==> src/rtl/calc_sequencer.sv <==
// Two-operand BCD calculator sequencer: digit entry, ALU handshake with timeout,
// result display and chained operation. All outputs come straight from flops.
module calc_sequencer #(
    parameter int unsigned TIMEOUT_CYCLES = 16
) (
    input  logic        clk,
    input  logic        reset,
    input  logic        btn_clr_pulse,
    input  logic        btn_ent_pulse,
    input  logic [3:0]  sld_digit_pulse,
    input  logic        sld_arith_pulse,
    input  logic        alu_done,
    input  logic [15:0] alu_result,
    input  logic        alu_overflow,
    output logic [15:0] operand_a,
    output logic [15:0] operand_b,
    output logic        op_sub,
    output logic        alu_start,
    output logic [15:0] display_value,
    output logic [1:0]  state,
    output logic        error
);

    typedef enum logic [1:0] {
        ENTRY_A = 2'd0,
        ENTRY_B = 2'd1,
        COMPUTE = 2'd2,
        RESULT  = 2'd3
    } state_t;

    state_t      state_q, state_d;
    logic [15:0] entry_q, entry_d;
    logic [15:0] operand_a_q, operand_a_d;
    logic [15:0] operand_b_q, operand_b_d;
    logic [15:0] result_q, result_d;
    logic [15:0] display_q, display_d;
    logic [7:0]  cnt_q, cnt_d;
    logic        op_sub_q, op_sub_d;
    logic        alu_start_q, alu_start_d;
    logic        error_q, error_d;

    logic [15:0] entry_inc;
    logic        timeout_hit;

    // Per-digit mod-10 increment; digits never carry into their neighbour.
    function automatic logic [15:0] bump_digits(input logic [15:0] v, input logic [3:0] m);
        logic [15:0] r;
        r = v;
        for (int unsigned i = 0; i < 4; i++) begin
            if (m[i]) begin
                r[4*i +: 4] = (v[4*i +: 4] >= 4'd9) ? 4'd0 : v[4*i +: 4] + 4'd1;
            end
        end
        return r;
    endfunction

    assign entry_inc   = bump_digits(entry_q, sld_digit_pulse);
    assign timeout_hit = (cnt_q == 8'(TIMEOUT_CYCLES - 1));

    always_ff @(posedge clk) begin
        if (!reset) begin
            state_q     <= ENTRY_A;
            entry_q     <= '0;
            operand_a_q <= '0;
            operand_b_q <= '0;
            result_q    <= '0;
            display_q   <= '0;
            cnt_q       <= '0;
            op_sub_q    <= 1'b0;
            alu_start_q <= 1'b0;
            error_q     <= 1'b0;
        end else begin
            state_q     <= state_d;
            entry_q     <= entry_d;
            operand_a_q <= operand_a_d;
            operand_b_q <= operand_b_d;
            result_q    <= result_d;
            display_q   <= display_d;
            cnt_q       <= cnt_d;
            op_sub_q    <= op_sub_d;
            alu_start_q <= alu_start_d;
            error_q     <= error_d;
        end
    end

    always_comb begin
        state_d = state_q;
        if (btn_clr_pulse) begin
            state_d = ENTRY_A;
        end else begin
            case (state_q)
                ENTRY_A: if (btn_ent_pulse) state_d = ENTRY_B;
                ENTRY_B: if (btn_ent_pulse) state_d = COMPUTE;
                COMPUTE: if (alu_done || timeout_hit) state_d = RESULT;
                RESULT:  if (btn_ent_pulse) state_d = ENTRY_B;
                default: state_d = ENTRY_A;
            endcase
        end
    end

    always_comb begin
        entry_d     = entry_q;
        operand_a_d = operand_a_q;
        operand_b_d = operand_b_q;
        result_d    = result_q;
        op_sub_d    = op_sub_q;
        error_d     = error_q;
        alu_start_d = 1'b0;
        cnt_d       = (state_q == COMPUTE && state_d == COMPUTE) ? cnt_q + 8'd1 : '0;

        if (btn_clr_pulse) begin
            entry_d     = '0;
            operand_a_d = '0;
            operand_b_d = '0;
            result_d    = '0;
            op_sub_d    = 1'b0;
            error_d     = 1'b0;
        end else begin
            case (state_q)
                ENTRY_A, ENTRY_B: begin
                    entry_d = entry_inc;
                    if (sld_arith_pulse) op_sub_d = ~op_sub_q;
                    if (btn_ent_pulse) begin
                        entry_d = '0;
                        if (state_q == ENTRY_A) begin
                            operand_a_d = entry_inc;
                        end else begin
                            operand_b_d = entry_inc;
                            alu_start_d = 1'b1;
                        end
                    end
                end
                COMPUTE: begin
                    // A late done on the final counted cycle still wins over the timeout.
                    if (alu_done) begin
                        result_d = alu_result;
                        error_d  = alu_overflow;
                    end else if (timeout_hit) begin
                        result_d = '0;
                        error_d  = 1'b1;
                    end
                end
                RESULT: begin
                    if (btn_ent_pulse) begin
                        operand_a_d = result_q;
                        entry_d     = '0;
                        error_d     = 1'b0;
                    end
                end
                default: ;
            endcase
        end

        case (state_d)
            COMPUTE: display_d = operand_b_d;
            RESULT:  display_d = error_d ? 16'hEEEE : result_d;
            default: display_d = entry_d;
        endcase
    end

    assign operand_a     = operand_a_q;
    assign operand_b     = operand_b_q;
    assign op_sub        = op_sub_q;
    assign alu_start     = alu_start_q;
    assign display_value = display_q;
    assign state         = state_q;
    assign error         = error_q;

endmodule

==> config.mk <==
export PLATFORM = sky130hd
export DESIGN_NAME = calc_sequencer
export DESIGN_NICKNAME = d
export VERILOG_FILES = /design/src/rtl/calc_sequencer.sv
export SDC_FILE = /design/constraint.sdc
export NUM_CORES = 1
export LEC_CHECK = 0
export CORE_MARGIN = 4
export CORE_UTILIZATION = 35
export DETAILED_ROUTE_END_ITERATION = 12
export GPL_ROUTABILITY_DRIVEN = 0
export GPL_TIMING_DRIVEN = 0
export PLACE_DENSITY = 0.61
export SLEW_MARGIN = 20
export SYNTH_ARGS = -nofsm -noshare
export SYNTH_HDL_FRONTEND = slang
export SYNTH_SLANG_ARGS = --single-unit
==> constraint.sdc <==
create_clock -name clk -period 4.6 [get_ports clk]
set_clock_uncertainty 0.1 [all_clocks]
set_input_delay 1.15 -clock clk [delete_from_list [all_inputs] [get_ports clk]]
set_output_delay 1.15 -clock clk [all_outputs]
set_load 0.01 [all_outputs]
Word-level counts from Yosys, hierarchy flattened --
Cells that the tools add are included.
Operators by class: $add $sub $neg 5, $lt $le $gt $ge 4, equal/unequal tests 9, muxes and demuxes 37, bitwise logic cells 4, reductions and logical operators 11
Operators by type and width (number):
- 16-bit two-way mux | 15
- 16-bit one-hot mux with 2 select lines | 3
- 4-bit two-way mux | 8
- 4-bit by 1-bit adder with 4-bit output, second input constant | 4
- 4-bit greater-or-equal comparator, second input constant | 4
- 8-bit by 1-bit adder with 8-bit output, second input constant | 1
- 2-bit == test, second input constant | 4
- 8-bit by 4-bit == test with 1-bit output, second input constant | 1
- 2-bit two-way mux | 4
- 2-bit != test, second input constant | 3
- 2-bit one-hot mux with 3 select lines | 1
- 2-bit OR reduction | 3
- 1-bit two-way mux | 5
- 1-bit NOT | 4
- 2-bit AND reduction | 2
- 4-bit AND reduction | 1
- 4-bit OR reduction | 1
- 2-bit by 1-bit == test with 1-bit output, second input constant | 1
- 2-bit logical NOT | 1
- 1-bit one-hot mux with 2 select lines | 1
- 2-bit nonzero test | 1
- 1-bit logical AND | 1
- 1-bit logical OR | 1
Storage, ports and cells: bits in registers 93, input bits 27, output and inout port bits 53, logic and storage cells 80

Depth between registers and ports, before layout --
Gate-level depths: netlist (run 1).
depth in word-level cells 8, depth in mapped cells 10

Worst setup path before layout (run 1) --
OpenSTA, ideal clock, no wires.
path type input to register, start in btn_ent_pulse, end reg display_q[12] (netlist: display_value[12]), library setup time 122 ps, arrival 2589 ps, setup slack 1790 ps, stages on the path 7, buffers on the path 2, path through o21a_1 > nor3_1 > buf_2 > nor2_1 > and2_4 > buf_6 > a221o_1
On the way: word-level cells in the longest chain between the ends 5, elaborated cells between the ends (all ways) 18, classes of those cells eq/ne: 2; mux: 16
Ends and longest elaborated chain:
- from (decl) | line 9 | input logic btn_ent_pulse,
- 2-bit two-way mux (tied with other cells) | line 92, 95
- 2-bit one-hot mux with 3 select lines or 1-bit one-hot mux with 2 select lines (tied branches) | line 91, 119
- 2-bit two-way mux or 1-bit two-way mux (tied branches) | line 88, 111
- 2-bit == test or 16-bit two-way mux (tied branches) | line 154, 156
- 16-bit one-hot mux with 2 select lines * | line 154 | case (state_d)
- to (signal assigned) | line 78 | display_q <= display_d;
- to (decl) | line 36 | logic [15:0] display_q, display_d;
Mark *: on every way between the ends. The rest lies on a longest branch, timed or not. A chain may end at the register's enable or synchronous reset.

Worst setup path in the final report (run 1) --
start in btn_ent_pulse, end reg display_q[4] (netlist: display_value[4])
The elaborated chain is that of the path after synthesis.

==> results of run 1 <==
-- metal layers --
metal	share of wire	global-route usage	vias to the layer above	wire (um)
li1	-	-	2031	-
met3	0.089	0.04022	34	1341
met5	0	0	-	0
met4	0.032	0.1020	0	474
met2	0.46	0.3371	234	6871
met1	0.42	0.2702	2138	6338
-- cells in the mapped netlist (all sizes together), types with 7 or more instances --
library cell | n | share of area
a21oi | 21 | 0.024
nor2 | 75 | 0.064
o21ai | 21 | 0.024
nor3 | 16 | 0.019
clkbuf | 24 | 0.020
buf | 12 | 0.014
inv | 22 | 0.019
ha | 17 | 0.048
a221o | 12 | 0.027
a311oi | 8 | 0.016
nand2b | 10 | 0.016
dfxtp | 93 | 0.42
nand2 | 53 | 0.045
a211oi | 7 | 0.012
o211ai | 13 | 0.022
a22oi | 19 | 0.032
-- metrics by stage --
stage / total power, W / cell area, um^2 / std cells
2_1_floorplan: 0.0009299 / 4420 / 518
3_3_place_gp: 0.001009 / 5381 / 761
3_5_place_dp: 0.001012 / 5381 / 761
4_1_cts: 0.001757 / 5674 / 776
5_1_grt: 0.001805 / 5674 / 776
6_report: 0.001754 / 5674 / 776
-- critical path: cells and delay by family --
family	cells	cell delay, ns
buffers and inverters	3	1.47
AND/OR/NAND/NOR	1	0.18
AO/OA/AOI/OAI	4	0.78
-- power groups by stage --
stage | sequential [W] | combinational, W | clock, W
after global placement | 0.000841 | 0.000169 | 0
after CTS | 0.000823 | 0.000172 | 0.000762
after detailed placement | 0.000841 | 0.000171 | 0
after floorplan | 0.000843 | 0.0000866 | 0
after global routing | 0.000823 | 0.000186 | 0.000796
final | 0.000823 | 0.000175 | 0.000756
-- final cells by class --
| cell class | count | area [um^2] | area share |
|---|---|---|---|
| plain buffers | 36 | 151.4 | 0.02668 |
| clock buffers | 12 | 246.5 | 0.04344 |
| clock inverters | 3 | 46.29 | 0.008159 |
| inverters | 22 | 82.58 | 0.01455 |
| multi-input cells | 367 | 2325 | 0.4097 |
| flip-flops and latches | 93 | 1862 | 0.3281 |
| well taps | 168 | 210.2 | 0.03705 |
| repair buffers | 75 | 750.7 | 0.1323 |
-- cells by family (layout without fill, tap and decap cells) --
family	Yosys count	in the layout	synth area share
fa+ha+maj	17	17	0.04812
buf+inv	58	148	0.05293
compound gates	148	148	0.2508
flops	93	93	0.4212
xor+xnor	8	8	0.01585
simple gates	191	191	0.2044
mux	3	3	0.006793
-- final timing paths --
kind / startpoint / endpoint / slack [ns]
min reg2reg: operand_a[6] / operand_a[6] / 0.35
min: operand_a[6] / operand_a[6] / 0.35
max: btn_ent_pulse / display_value[4] / 1.17
max reg2reg: state[0] / display_value[4] / 1.61
-- sequential cells by signal, indices dropped and copies added, names as in the netlist --
signal         count
alu_start          1
cnt_q              8
display_value     16
entry_q           16
error              1
op_sub             1
operand_a         16
operand_b         16
result_q          16
state              2
==> results.md, run 1 <==
- Pint: roughly 0.0013 W
- Residual DRC: 0
- Final hold slack: 0.3510 ns
- Root buffer cell: clkbuf_16
- Routed Antenna Nets: 0
- Synth Flop Type: dfxtp_1
- CTS Hold Bufs: 0
- Critical path's slowest cell: clkbuf_1
- RSZ-0062 raised after global routing: false
- Number of synthesized register bits: a little over 90
- Most common cell after layout, fill and taps aside: dfxtp_1
- Die X: roughly 120 um
- Syn nets: between 500 and 600
- Fin. Hold Viols: 0
- Row count: 40
- CP Max Fanout: 10
- IO buf count: 75
- Vias in the first global route: 4332
- Drt first pass iters: 5
- Asr flop ratio synth: 0
- Psw: roughly 0.00044 W
- Critical path arrival: 3.58 ns
- Routed WL: between 15000 and 20000 um
- Yosys cell types: 61
- Net Sw Frac: 0.2501
- Slew headroom: 0.3445
- Initial core utilization: 0.3620
- Final worst slack: about 1.2 ns
- Fin crit share: 0.7461
- Clk sink count: just over 90
- Max VDD drop: between 0.00015 and 0.0002 V
- Top cell by count, worst path: clkbuf_1
- Worst skew pair latency: about 0.36 ns
- Logic pwr share: 0.100
- Final HPWL DP: between 10000 and 15000 um
- Hold crit path type: flop to flop
- Slew Limit Fails: 0
- Filler Cells Inserted: 1216
- Clk pwr share: 0.431
- Deepest clock path buffer count: 2
- Tightest Pin Transition: just under 1 ns
- Nature of the critical path endpoint: flop
- Crit Path Category: input pin to flop
- DRC marker count from the first detailed-route iteration: between 500 and 600
- Drt wl/cell: 19.36 um
- Via count: approximately 4400
- Global-route wire length before repair: approximately 23000 um
- Setup TNS: 0 ns
- Pwr/cell area: between 300 and 400 nW/um^2
- Seq pwr share: 0.469
- I/O pin cnt: 80
- Pleak: 1.967 nW
- CTS H-Tree Depth: 3
- Place WS: ~0.86 ns
- Final setup viols: 0
- Post-Syn Area: roughly 4400 um^2
- Share of layout cells above drive strength 1: 0.05263
- Vias/cell: around 5.7
- Largest net degree at the start of global routing: 15
- Max Clock Freq: 291.4 MHz
- Yosys warning count: 0
- Commonest cells after routing, fill and taps aside: dfxtp_1 (93), nor2_1 (75), clkdlybuf4s50_1 (75)
- # resized after CTS: 0
- Initial antenna violation count: 0
- Post-synth EDFFs: 0
- Die area: 14490 um^2
- Clk pin slew, worst setup/hold paths: roughly 0.070 ns
- CTS tree: yes
- Die Ht: approximately 120 um
- Worst Hold Depth: 2
- Max-Cap Viols: 0
- Synth Instances: roughly 520
- CP Cell Sequence: clkdlybuf4s50_1 > and3b_1 > clkbuf_1 > clkbuf_1 > o211ai_1 > a21oi_1 > a32oi_1 > o31ai_1
- Status: finished clean
- Area Growth Syn to Fin: 28.36%
- Finished Core Util: 0.4647
- Post-layout nets: between 600 and 700
- Worst Path Required: between 4 and 5 ns
- Worst stage delay on the critical path: 0.60 ns
- Core Region: between 10000 and 15000 um^2
- Postcts setup bufs: 0
- Sequential fraction of the synthesis area: 0.4212
- GRT overflow: 0
- Mapped Avg Cell Area: between 8 and 9 um^2
- Crit start category: input pin
- Antenna diode count: 0
- Minimum clock period after layout: 3.432 ns
- Num CTS Buffers: 9
- Reg2Reg Depth: 9
- GR Util All Layers: 0.2098
Note: power is estimated with default switching activity, not from simulation.
==> run 2, diff against run 1 <==
--- a/config.mk
+++ b/config.mk
@@ -10,7 +10,7 @@
 export DETAILED_ROUTE_END_ITERATION = 12
 export GPL_ROUTABILITY_DRIVEN = 0
 export GPL_TIMING_DRIVEN = 0
-export PLACE_DENSITY = 0.61
+export PLACE_DENSITY = 0.63
 export SLEW_MARGIN = 20
 export SYNTH_ARGS = -nofsm -noshare
 export SYNTH_HDL_FRONTEND = slang
==> constraint.sdc (replaced) <==
create_clock -name clk -period 2.81 [get_ports clk]
set_clock_uncertainty 0.1 [all_clocks]
set_input_delay 0.7025 -clock clk [delete_from_list [all_inputs] [get_ports clk]]
set_output_delay 0.7025 -clock clk [all_outputs]
set_load 0.01 [all_outputs]
==> run 2 against run 1 <==
  * Largest cell class unchanged
  * Register-to-register slack got worse by 1.5 ns
  * Combinational power increased by 63%
  * Via count decreased by 2.5%
  * Clock power increased by 59%
  * Hold slack improved by 0.00099 ns
  * Critical endpoint is now display_value[2]
==> results.md, run 2 (synthesis results as in run 1) <==
- Via count: 4325 (-2.5%)
- Worst skew pair latency: 0.35 ns (about the same)
- DRC marker count from the first detailed-route iteration: 498 (-6.7%)
- Tightest Pin Transition: 0.7503 ns (-0.2277 ns)
- Final HPWL DP: 10660 um (-0.20%)
- Residual DRC: 0 (unchanged)
- Pleak: 1.998 nW (+1.6%)
- CP Cell Sequence: clkdlybuf4s50_1 > buf_2 > nor2b_1 > o32ai_2 > a2111oi_4 > buf_4 > o21ai_0 > o221ai_1
- Crit Path Category: input pin to flop
- Crit start category: input pin
- Slew Limit Fails: 0 (unchanged)
- Clk pin slew, worst setup/hold paths: 0.08 ns (about the same)
- IO buf count: 75 (unchanged)
- Max VDD drop: 0.0002656 V (+56%)
- Cell family with most CP delay: buffers and inverters
- Max Clock Freq: between 300 and 400 MHz
- CP Max Fanout: 10 (unchanged)
- Vias in the first global route: 4263 (-1.6%)
- I/O pin cnt: 80 (unchanged)
- Fin. Hold Viols: 0 (unchanged)
- Hold crit path type: flop to flop
- Pwr/cell area: 495.5 nW/um^2 (+60%)
- Initial core utilization: 0.3620 (unchanged)
- Drt first pass iters: 5 (unchanged)
- Critical path arrival: 2.94 ns (-0.64 ns)
- Initial antenna violation count: 0 (unchanged)
- Setup TNS: 0 ns (unchanged)
- Final hold slack: 0.3520 ns (+0.0009920 ns)
- Die area: 14490 um^2 (unchanged)
- CTS tree: yes
- Max-Cap Viols: 0 (unchanged)
- Drt wl/cell: 18.82 um (-2.8%)
- Die X: 120.4 um (unchanged)
- Filler Cells Inserted: 1227 (+0.90%)
- Final setup viols: 0 (unchanged)
- Nature of the critical path endpoint: flop
- Worst R2R Start: state[0]
- Most common cell after layout, fill and taps aside: dfxtp_1
- Post-layout nets: 649 (+0.15%)
- Core Region: 12210 um^2 (unchanged)
- Critical path's slowest cell: clkdlybuf4s50_1
- Fin crit share: 0.9864
- Dpl cell area: 5381 um^2 (unchanged)
- GRT overflow: 0 (unchanged)
- CTS H-Tree Depth: 3 (unchanged)
- Slew headroom: 0.4998 (+0.1554)
- Status: finished clean
- Largest net degree at the start of global routing: 19 (+4)
- Vias/cell: 5.559 (-2.8%)
- Commonest cells after routing, fill and taps aside: dfxtp_1 (92), clkdlybuf4s50_1 (75), nor2_1 (74)
- Finished Core Util: 0.4684 (+0.003791)
- Global-route wire length before repair: 22980 um (-2.1%)
- Setup crit start: btn_ent_pulse
- Die Ht: 120.4 um (unchanged)
- Area Growth Syn to Fin: 29.41%
- Routed WL: 14640 um (-2.6%)
- Worst Path Required: 2.98 ns (-1.76 ns)
- Minimum clock period after layout: between 2 and 3 ns
- GR Util All Layers: 0.2029 (-0.006841)
- Worst Hold Launch: operand_a[2]
- Routed Antenna Nets: 0 (unchanged)
- Fin area: 5720 um^2 (+0.82%)
- Num CTS Buffers: 9 (unchanged)
- Number of buffers and inverters on the critical path: 3 (unchanged)
- CTS Hold Bufs: 0 (unchanged)
- Root buffer cell: clkbuf_16
- Row count: 40 (unchanged)
- Antenna diode count: 0 (unchanged)
- Share of layout cells above drive strength 1: 0.07377 (+0.02114)
- Worst stage delay on the critical path: 0.53 ns (-0.07 ns)
- Clk sink count: 93 (unchanged)
- PnR Total Power: 0.002835 W (+62%)
- Deepest clock path buffer count: 2 (unchanged)
==> run 2: changes by cell type in the layout (fill, tap and decap cells not counted), sizes merged <==
cell | previous run | this run
bufinv | 1 | 0
clkbuf | 36 | 34
clkinvlp | 1 | 2
inv | 22 | 26
==> run 2: area by class of cell <==
class | instances | area, um^2 | area share
clock buffer | 9 | 225.2 | 0.03937
sequential | 93 | 1863 | 0.3257
multi-input combinational | 367 | 2352 | 0.4112
clock inverter | 7 | 63.81 | 0.01115
tap | 168 | 210.2 | 0.03675
inverter | 22 | 82.58 | 0.01444
timing repair buffer | 76 | 758.2 | 0.1325
buffer | 36 | 165.2 | 0.02887
==> run 2: through the flow <==
step | setup slack (ns) | std cells
finish | 0.03814 | 778
global route | -0.01967 | 778
CTS | 0.001573 | 778
detailed placement | -0.4852 | 761
global placement | -0.4801 | 761
floorplan | 0.3150 | 518
==> run 2: where the power goes <==
group	switching (W)	internal, W	total [W]
Sequential	0.0000135	0.00133	0.00135
Combinational	0.000174	0.000111	0.000286
Clock	0.000581	0.000621	0.00120
==> run 2: worst min-delay path, delay by kind of cell, from the launching register on <==
family          cells  cell delay [ns]
compound gates      1             0.05
simple gates        1             0.05
flops               1             0.31
==> run 2: metal layers <==
layer | global-route usage | routed length (um) | vias up
li1 | - | - | 2042
met1 | 0.2570 | 6245 | 2033
met2 | 0.3374 | 6834 | 218
met3 | 0.03742 | 1109 | 32
met4 | 0.08853 | 452 | 0
met5 | 0 | 0 | -
==> run 2: path summary, 6_finish.rpt <==
kind                            cells past startpoint  slack (ns)               end
worst min-delay path                                2        0.35      operand_a[2]
worst max-delay path                                8        0.04  display_value[2]
worst min register to register                      2        0.35      operand_a[2]
worst max register to register                     10        0.16  display_value[2]
==> run 2: timing repair <==
item                                    CTS  global route
resized for setup                         4            15
pin swaps                                 1             1
cloned                                    0             0
setup buffers                             1             0
endpoints found under the setup margin   15            22
